--- src/rtl/sample_div_seq_s11_u6_if.sv ---
// Operand/result bundle for the sequential signed-by-unsigned divider.
// Handshake: start is taken only on a ce cycle with ready=1; done pulses once per divide.
interface sample_div_seq_s11_u6_if #(
   parameter int DIVIDEND_WIDTH = 11,
   parameter int DIVISOR_WIDTH  = 6
);
   logic                      ce;
   logic                      start;
   logic [DIVIDEND_WIDTH-1:0] din0;
   logic [DIVISOR_WIDTH-1:0]  din1;
   logic                      ready;
   logic                      done;
   logic [DIVIDEND_WIDTH-1:0] quot;
   logic [DIVISOR_WIDTH:0]    rem;
   logic                      div_by_zero;
   logic [1:0]                state_dbg;

   modport master (
      output ce, start, din0, din1,
      input  ready, done, quot, rem, div_by_zero, state_dbg
   );

   modport slave (
      input  ce, start, din0, din1,
      output ready, done, quot, rem, div_by_zero, state_dbg
   );
endinterface

--- src/rtl/sample_div_seq_s11_u6.sv ---
// Restoring divider: signed dividend by unsigned divisor, one quotient bit per ce cycle.
// Works on magnitudes and restores signs in FIXUP; quotient truncates toward zero.
module sample_div_seq_s11_u6 #(
   parameter int DIVIDEND_WIDTH = 11,
   parameter int DIVISOR_WIDTH  = 6
) (
   input  logic clk,
   input  logic reset,
   sample_div_seq_s11_u6_if.slave bus
);
   localparam int W  = DIVIDEND_WIDTH;
   localparam int D  = DIVISOR_WIDTH;
   localparam int CW = $clog2(W);

   typedef enum logic [1:0] {IDLE, CALC, FIXUP, DONE} state_t;

   state_t         state, state_next;
   logic [W-1:0]   mag, q;
   logic [D-1:0]   d;
   logic [D:0]     r;
   logic           s;
   logic [CW-1:0]  cnt;
   logic           ready_r, done_r, dbz_r;
   logic [W-1:0]   quot_r;
   logic [D:0]     rem_r;
   logic           accept;
   logic [D:0]     t, t_sub;

   always_comb begin
      state_next = state;
      accept     = 1'b0;
      t          = {r[D-1:0], mag[W-1]};
      t_sub      = t - {1'b0, d};
      case (state)
         IDLE:    if (bus.start && ready_r) begin
                     accept     = 1'b1;
                     state_next = CALC;
                  end
         CALC:    if (cnt == CW'(W-1)) state_next = FIXUP;
         FIXUP:   state_next = DONE;
         DONE:    state_next = IDLE;
         default: state_next = IDLE;
      endcase
   end

   always_ff @(posedge clk) begin
      if (!reset)      state <= IDLE;
      else if (bus.ce) state <= state_next;
   end

   always_ff @(posedge clk) begin
      if (!reset) begin
         mag     <= '0;
         d       <= '0;
         r       <= '0;
         q       <= '0;
         s       <= 1'b0;
         cnt     <= '0;
         ready_r <= 1'b1;
         done_r  <= 1'b0;
         quot_r  <= '0;
         rem_r   <= '0;
         dbz_r   <= 1'b0;
      end else if (bus.ce) begin
         // ready stays low for the cycle carrying done, so results are seen before re-issue
         ready_r <= (state_next == IDLE) && (state != DONE);
         done_r  <= (state == DONE);
         case (state)
            IDLE: if (accept) begin
               mag <= bus.din0[W-1] ? W'(-bus.din0) : bus.din0;
               d   <= bus.din1;
               s   <= bus.din0[W-1];
               r   <= '0;
               q   <= '0;
               cnt <= '0;
            end
            CALC: begin
               mag <= {mag[W-2:0], 1'b0};
               if (t >= {1'b0, d}) begin
                  r <= t_sub;
                  q <= {q[W-2:0], 1'b1};
               end else begin
                  r <= t;
                  q <= {q[W-2:0], 1'b0};
               end
               cnt <= cnt + 1'b1;
            end
            FIXUP: begin
               if (d == '0) begin
                  quot_r <= '1;
                  rem_r  <= '0;
                  dbz_r  <= 1'b1;
               end else begin
                  quot_r <= s ? W'(-q) : q;
                  rem_r  <= s ? (D+1)'(-r) : r;
                  dbz_r  <= 1'b0;
               end
            end
            default: ;
         endcase
      end
   end

   assign bus.ready       = ready_r;
   assign bus.done        = done_r;
   assign bus.quot        = quot_r;
   assign bus.rem         = rem_r;
   assign bus.div_by_zero = dbz_r;
   assign bus.state_dbg   = state;
endmodule

--- src/flat_wrapper.sv ---
// flat-port wrapper written by rule: the top's interface ports become plain ports
module sample_div_seq_s11_u6_flat 
#(
   parameter int DIVIDEND_WIDTH = 11,
   parameter int DIVISOR_WIDTH  = 6
)
  (clk, reset, bus_ce, bus_start, bus_din0, bus_din1, bus_ready, bus_done, bus_quot, bus_rem, bus_div_by_zero, bus_state_dbg);
  sample_div_seq_s11_u6_if #(.DIVIDEND_WIDTH(DIVIDEND_WIDTH), .DIVISOR_WIDTH(DIVISOR_WIDTH)) bus_i ();
  input  logic clk;
  input  logic reset;
  input wire logic [$bits(bus_i.ce)-1:0] bus_ce;
  input wire logic [$bits(bus_i.start)-1:0] bus_start;
  input wire logic [$bits(bus_i.din0)-1:0] bus_din0;
  input wire logic [$bits(bus_i.din1)-1:0] bus_din1;
  output wire logic [$bits(bus_i.ready)-1:0] bus_ready;
  output wire logic [$bits(bus_i.done)-1:0] bus_done;
  output wire logic [$bits(bus_i.quot)-1:0] bus_quot;
  output wire logic [$bits(bus_i.rem)-1:0] bus_rem;
  output wire logic [$bits(bus_i.div_by_zero)-1:0] bus_div_by_zero;
  output wire logic [$bits(bus_i.state_dbg)-1:0] bus_state_dbg;
  assign bus_i.ce = bus_ce;
  assign bus_i.start = bus_start;
  assign bus_i.din0 = bus_din0;
  assign bus_i.din1 = bus_din1;
  assign bus_ready = bus_i.ready;
  assign bus_done = bus_i.done;
  assign bus_quot = bus_i.quot;
  assign bus_rem = bus_i.rem;
  assign bus_div_by_zero = bus_i.div_by_zero;
  assign bus_state_dbg = bus_i.state_dbg;
  sample_div_seq_s11_u6 #(.DIVIDEND_WIDTH(DIVIDEND_WIDTH), .DIVISOR_WIDTH(DIVISOR_WIDTH)) u_core (.clk(clk), .reset(reset), .bus(bus_i));
endmodule
--- config.mk ---
export PLATFORM = sky130hd
export DESIGN_NAME = sample_div_seq_s11_u6_flat
export DESIGN_NICKNAME = d
export VERILOG_FILES = /design/src/rtl/sample_div_seq_s11_u6_if.sv /design/src/rtl/sample_div_seq_s11_u6.sv /design/src/flat_wrapper.sv
export SDC_FILE = /design/constraint.sdc
export NUM_CORES = 1
export LEC_CHECK = 0
export ABC_CLOCK_PERIOD_IN_PS = 2700
export CORE_MARGIN = 2
export CORE_UTILIZATION = 55
export CTS_CLUSTER_DIAMETER = 120
export DETAILED_ROUTE_END_ITERATION = 16
export PLACE_DENSITY = 0.85
export SETUP_SLACK_MARGIN = 0.1
export SYNTH_ARGS = -nofsm -noshare
export SYNTH_HDL_FRONTEND = slang
export SYNTH_SLANG_ARGS = --single-unit
--- constraint.sdc ---
create_clock -name clk -period 2.7 [get_ports clk]
set_clock_uncertainty 0.1 [all_clocks]
set_input_delay 0.27 -clock clk [delete_from_list [all_inputs] [get_ports clk]]
set_output_delay 0.27 -clock clk [all_outputs]
set_load 0.05 [all_outputs]
Word level (Yosys, flattened, before mapping)
Cells that the tools add are included.
{"block": "classes", "add_sub_neg": 5, "mul": 0, "n_div": 0, "order_cmp": 1, "eq_ne": 6, "shifts": 0, "n_mux": 21, "bitwise": 0, "n_reduce_logical": 9}
{"operator": "2-to-1 mux 11 bit", "n": 5}
{"operator": "case mux 11 bit (2 select lines)", "n": 2}
{"operator": "2-to-1 mux 7 bit", "n": 4}
{"operator": "negator 11 bit", "n": 2}
{"operator": "case mux 7 bit (2 select lines)", "n": 1}
{"operator": "case mux 2 bit (4 select lines)", "n": 1}
{"operator": "case mux 4 bit (2 select lines)", "n": 1}
{"operator": "greater-or-equal comparator 7 x 6 -> 1 bit", "n": 1}
{"operator": "negator 7 bit", "n": 1}
{"operator": "subtractor 7 x 6 -> 7 bit", "n": 1}
{"operator": "zero test 6 bit", "n": 1}
{"operator": "AND reduction 3 bit", "n": 2}
{"operator": "adder 4 x 1 -> 4 bit (second input constant)", "n": 1}
{"operator": "equality test 2 bit (second input constant)", "n": 2}
{"operator": "equality test 4 bit (second input constant)", "n": 1}
{"operator": "zero test 2 bit", "n": 2}
{"operator": "2-to-1 mux 1 bit", "n": 4}
{"operator": "2-to-1 mux 2 bit", "n": 2}
{"operator": "2-to-1 mux 4 bit", "n": 1}
{"operator": "equality test 2 x 1 -> 1 bit (second input constant)", "n": 1}
{"operator": "logical AND 1 bit", "n": 2}
{"operator": "!= test 2 x 1 -> 1 bit (second input constant)", "n": 1}
{"operator": "!= test 2 bit (second input constant)", "n": 1}
{"operator": "AND reduction 2 bit", "n": 1}
{"operator": "nonzero test 2 bit", "n": 1}
{"block": "totals", "regBits": 63, "latch_bits": 0, "mem_bits_rw": 0, "mem_bits_ro": 0, "inputBits": 21, "output_inout_bits": 23, "word_cells": 54, "mem_count": 0}

Logic depth before layout (Yosys ltp)
{"block": "depth", "ltp_word": 5, "depth_mapped": 8, "depth_no_buf": 8}

Worst setup path after synthesis
OpenSTA, ideal clock, no wires.
{"block": "synth_path", "path_kind": "register to register", "startpoint": "register u_core.state[0], in the netlist u_core.bus.state_dbg[0]", "endpoint": "register u_core.r[5]", "setup_time_ns": 0.087, "t_arrival_ns": 1.763, "t_required_ns": 2.513, "path_slack_ns": 0.750, "path_stages_with_launch": 7, "path_buffers": 2, "period_less_slack_ns": 1.950, "cell_sequence": "dfxtp_1 -> buf_4 -> nand2_1 -> nor2_1 -> buf_2 -> nand2_1 -> o31ai_1"}
{"block": "synth_between", "elab_chain_len": 4, "word_cells_on_any_way": 7, "classes_between": "eq/ne: 2; mux: 2; reduce/logical: 3"}
{"item": "start: declaration", "line": "sample_div_seq_s11_u6.sv:17", "text": "state_t state, state_next;"}
{"item": "start signal: assignment", "line": "sample_div_seq_s11_u6.sv:48", "text": "else if (bus.ce) state <= state_next;"}
{"item": "zero test 2 bit", "line": "sample_div_seq_s11_u6.sv:34, sample_div_seq_s11_u6.sv:68"}
{"item": "2-to-1 mux 1 bit", "line": "sample_div_seq_s11_u6.sv:34", "text": "case (state)"}
{"item": "!= test 2 x 1 -> 1 bit (no line)"}
{"item": "AND reduction 3 bit (no line)"}
{"item": "end signal: assignment", "line": "sample_div_seq_s11_u6.sv:80", "text": "r <= t_sub;"}
{"item": "end signal: assignment", "line": "sample_div_seq_s11_u6.sv:83", "text": "r <= t;"}
{"item": "end: declaration", "line": "sample_div_seq_s11_u6.sv:20", "text": "logic [D:0] r;"}
Parallel ways exist; a longest one is shown, timed or not.
A chain may end at the register's enable or synchronous reset.

Worst setup path in the final report
{"block": "layout_path", "startpoint": "register u_core.state[0], in the netlist u_core.bus.state_dbg[0]", "endpoint": "output port bus_state_dbg[0]"}
{"item": "end: declaration", "line": "flat_wrapper.sv:20", "text": "output wire logic [$bits(bus_i.state_dbg)-1:0] bus_state_dbg;"}
No word-level cell between the ends.

==> flow_summary.json <==
{
  "status": "complete, no violations",
  "combPwrFrac": 0.164,
  "hold_path.startpoint": "u_core.mag[7]",
  "post-cts-setup-buffer-count": 0,
  "synth_top_area_frac": 0.367,
  "drv_cap": 0,
  "ys_top_cells_by_area": "dfxtp_1 37%, nor2b_1 5.5%, ha_1 4.4%",
  "leakagePower_nw": 1.51,
  "cp_slowest_cell": "clkdlybuf4s50_1",
  "holdWs_ps": 372,
  "synthesis.nets": 430,
  "clk_latency_ps": 350,
  "synth_area_um2": 3440,
  "grt_pass1_wl_um": 13500,
  "syn_area_per_cell_um2": 8.68,
  "fp-row-count": 28,
  "max_freq_mhz": 462,
  "path_max_fanout": 12,
  "min_delay_worst_endpoint": "u_core.mag[7]",
  "drt_iter0_markers": 233,
  "cts-root-buf": "clkbuf_8",
  "cts_buffers": 9,
  "hold_depth": 2,
  "drv_slew": 0,
  "setup_violations": 0,
  "relSlewSlack": 0.585,
  "r2r-end": "u_core.r[1]",
  "synth_ff_type": "dfxtp_1",
  "wl_per_cell_um": 15.5,
  "place_area_um2": 3910,
  "pin_count": 44,
  "postSynth.asyncResetShare": 0,
  "cts_resized": 0,
  "slowest_delay_ps": 880,
  "rsz0062_at_grt": "false",
  "nFillCells": 484,
  "ant_nets": 0,
  "tns_ps": 0,
  "nets": 468,
  "intPower_mw": 1.45,
  "die_h_um": 83.0,
  "die_w_um": 83.0,
  "switching_power_mw": 0.561,
  "final-hold-violation-count": 0,
  "start_util": 0.574,
  "numClockSinks": 63,
  "yosysSeqAreaShare": 0.367,
  "synth_edf_count": 0,
  "syn_to_final_growth_pct": 18.7,
  "place_inst": 498,
  "cts_max_level": 3,
  "vias": 3003,
  "syn_inst": 396,
  "worst_slew_pin_slew_ps": 620,
  "antenna_cells": 0,
  "timing.final.crit_share": 0.802,
  "cts_buffer_depth": 2,
  "path_cells": "clkdlybuf4s50_1",
  "grt_pass1_vias": 2860,
  "p_seq_frac": 0.486,
  "crit_path_start_kind": "register",
  "hp-class": "register to register",
  "powerDensity_nw_per_um2": 492,
  "drc": 0,
  "globalRouteTotalUtil": 0.237,
  "worstRegToRegCells": 6,
  "grt_max_degree": 42,
  "crit_arrival_ps": 1800,
  "reg2reg_setup_slack_ps": 570,
  "worst-setup-path-type": "register to primary output",
  "yosysTopAreaCell": "dfxtp_1",
  "clk_pin_slew_ps": 70,
  "core-area_um2": 5990,
  "synth_warnings": 0,
  "dieArea_um2": 6890,
  "cts_tree": "yes",
  "io_buffers": 43,
  "period_needed_ps": 2170,
  "hpwl_um": 5640,
  "peakVddDrop_mv": 0.324,
  "crit_family": "buffers and inverters",
  "cp.required_ps": 2330,
  "cp-end-kind": "primary output",
  "timing.critical_path.buf_inv": 1,
  "dr.pass1.iters": 5,
  "r2r-start": "u_core.r[3]",
  "grt-ovfl-total": 0,
  "drive_gt1_frac": 0.0662,
  "stdcell_count": 513,
  "switching_share": 0.279,
  "synth_cell_types": 54,
  "place_congestion": 0.907,
  "grt_antenna_before_repair": 0,
  "synth_seq_cells": 63,
  "ctsHoldBuffers": 0,
  "post-route-cell-area_um2": 4080,
  "vias_per_cell": 5.85,
  "drt_wl_total_um": 7950,
  "p_clk_frac": 0.350,
  "finalPower_mw": 2.01
}
## power groups by stage
stage	sequential, mW	clock, mW	combinational, mW
floorplan	0.994	0	0.232
global placement	0.995	0	0.314
detailed placement	0.997	0	0.323
CTS	0.976	0.714	0.326
global route	0.979	0.760	0.360
finish	0.976	0.703	0.328
## state kept, by name, summed over array words and instances (netlist names)
| name | flops |
|---|---|
| u_core.bus.quot | 11 |
| u_core.mag | 11 |
| u_core.q | 11 |
| u_core.bus.rem | 7 |
| u_core.r | 7 |
| u_core.d | 6 |
| u_core.cnt | 4 |
| u_core.bus.state_dbg | 2 |
| u_core.bus.div_by_zero | 1 |
| u_core.bus.done | 1 |
| u_core.bus.ready | 1 |
| u_core.s | 1 |
## worst max-delay path by stage
stage                             from               end  slack (ps)  depth (start not counted)
2_1_floorplan  u_core.bus.state_dbg[0]       u_core.r[5]         750                          6
3_3_place_gp                    bus_ce    u_core.mag[10]         620                          6
3_5_place_dp               bus_din0[6]     u_core.mag[9]         580                          6
4_1_cts        u_core.bus.state_dbg[0]  bus_state_dbg[0]         530                          1
5_1_grt                    u_core.r[3]       u_core.r[5]         450                          6
6_report       u_core.bus.state_dbg[0]  bus_state_dbg[0]         530                          1
## final cells by class
class / count / area [µm²] / area share
clock inverter: 4 / 22.5 / 0.00552
tap: 75 / 93.8 / 0.0230
multi-input combinational: 290 / 2000 / 0.491
timing repair buffer: 50 / 483 / 0.118
clock buffer: 11 / 141 / 0.0347
inverter: 20 / 75.1 / 0.0184
sequential: 63 / 1260 / 0.309
## stage by stage
stage / setup WS [ps] / utilization
floorplan: 750 / -
global placement: 620 / 0.653
detailed placement: 578 / 0.653
global route: 452 / 0.681
CTS: 526 / 0.681
finish: 534 / 0.681
## cells by family (layout without fill, tap and decap cells)
group                      count (synthesis)  in the layout  synth area share
and+or+nand+nor                          130            130             0.204
xor gates and xnor gates                  27             27            0.0688
DFF                                       63             63             0.367
adders and majority gates                 13             13            0.0495
buffers and inverters                     43             85            0.0506
AOI/OAI and AO/OA                        105            105             0.217
muxes                                     15             15            0.0437
## cell usage after synthesis, drive strengths merged (2+ instances only)
cell type / n
o21ai: 28
nand3: 15
a21boi: 9
a22o: 3
a21oi: 12
o2bb2ai: 2
o31ai: 6
inv: 20
mux2i: 15
xor2: 11
o41ai: 2
nand2: 26
nor2b: 30
dfxtp: 63
clkbuf: 13
ha: 12
o211ai: 7
xnor2: 16
a22oi: 16
or3: 3
a31oi: 10
nor4b: 2
nor3: 7
nand4: 3
nor2: 26
nand2b: 9
and2: 3
buf: 10
## routing by layer
layer / global-route usage / vias up / wire length (µm)
met1: 0.293 / 1428 / 3520
met4: 0.0730 / 0 / 138
met5: 0 / - / 0
met2: 0.393 / 94 / 3830
met3: 0.0775 / 15 / 459
li1: - / 1466 / -
## layout by cell type (no fill, tap or decap), types with 2 or more instances in the layout
master and n:
clkdlybuf4s50_1 43, a31oi_1 10, and2_1 2, clkbuf_8 10, ha_1 12, a21oi_1 12, a21boi_0 8, nand3_1 14
a22o_1 3, xor2_1 11, o211ai_1 7, inv_1 20, nor3_1 6, buf_4 7, o21ai_1 2, or3_1 3
a22oi_1 16, nand4_1 3, mux2i_1 15, o31ai_1 6, nor2b_1 30, dfxtp_1 63, o21ai_0 26, nand2_1 26
xnor2_1 16, nand2b_1 8, o2bb2ai_1 2, nor4b_1 2, clkinv_2 3, nor2_1 26
No activity file was read; power rests on OpenSTA's default activity.
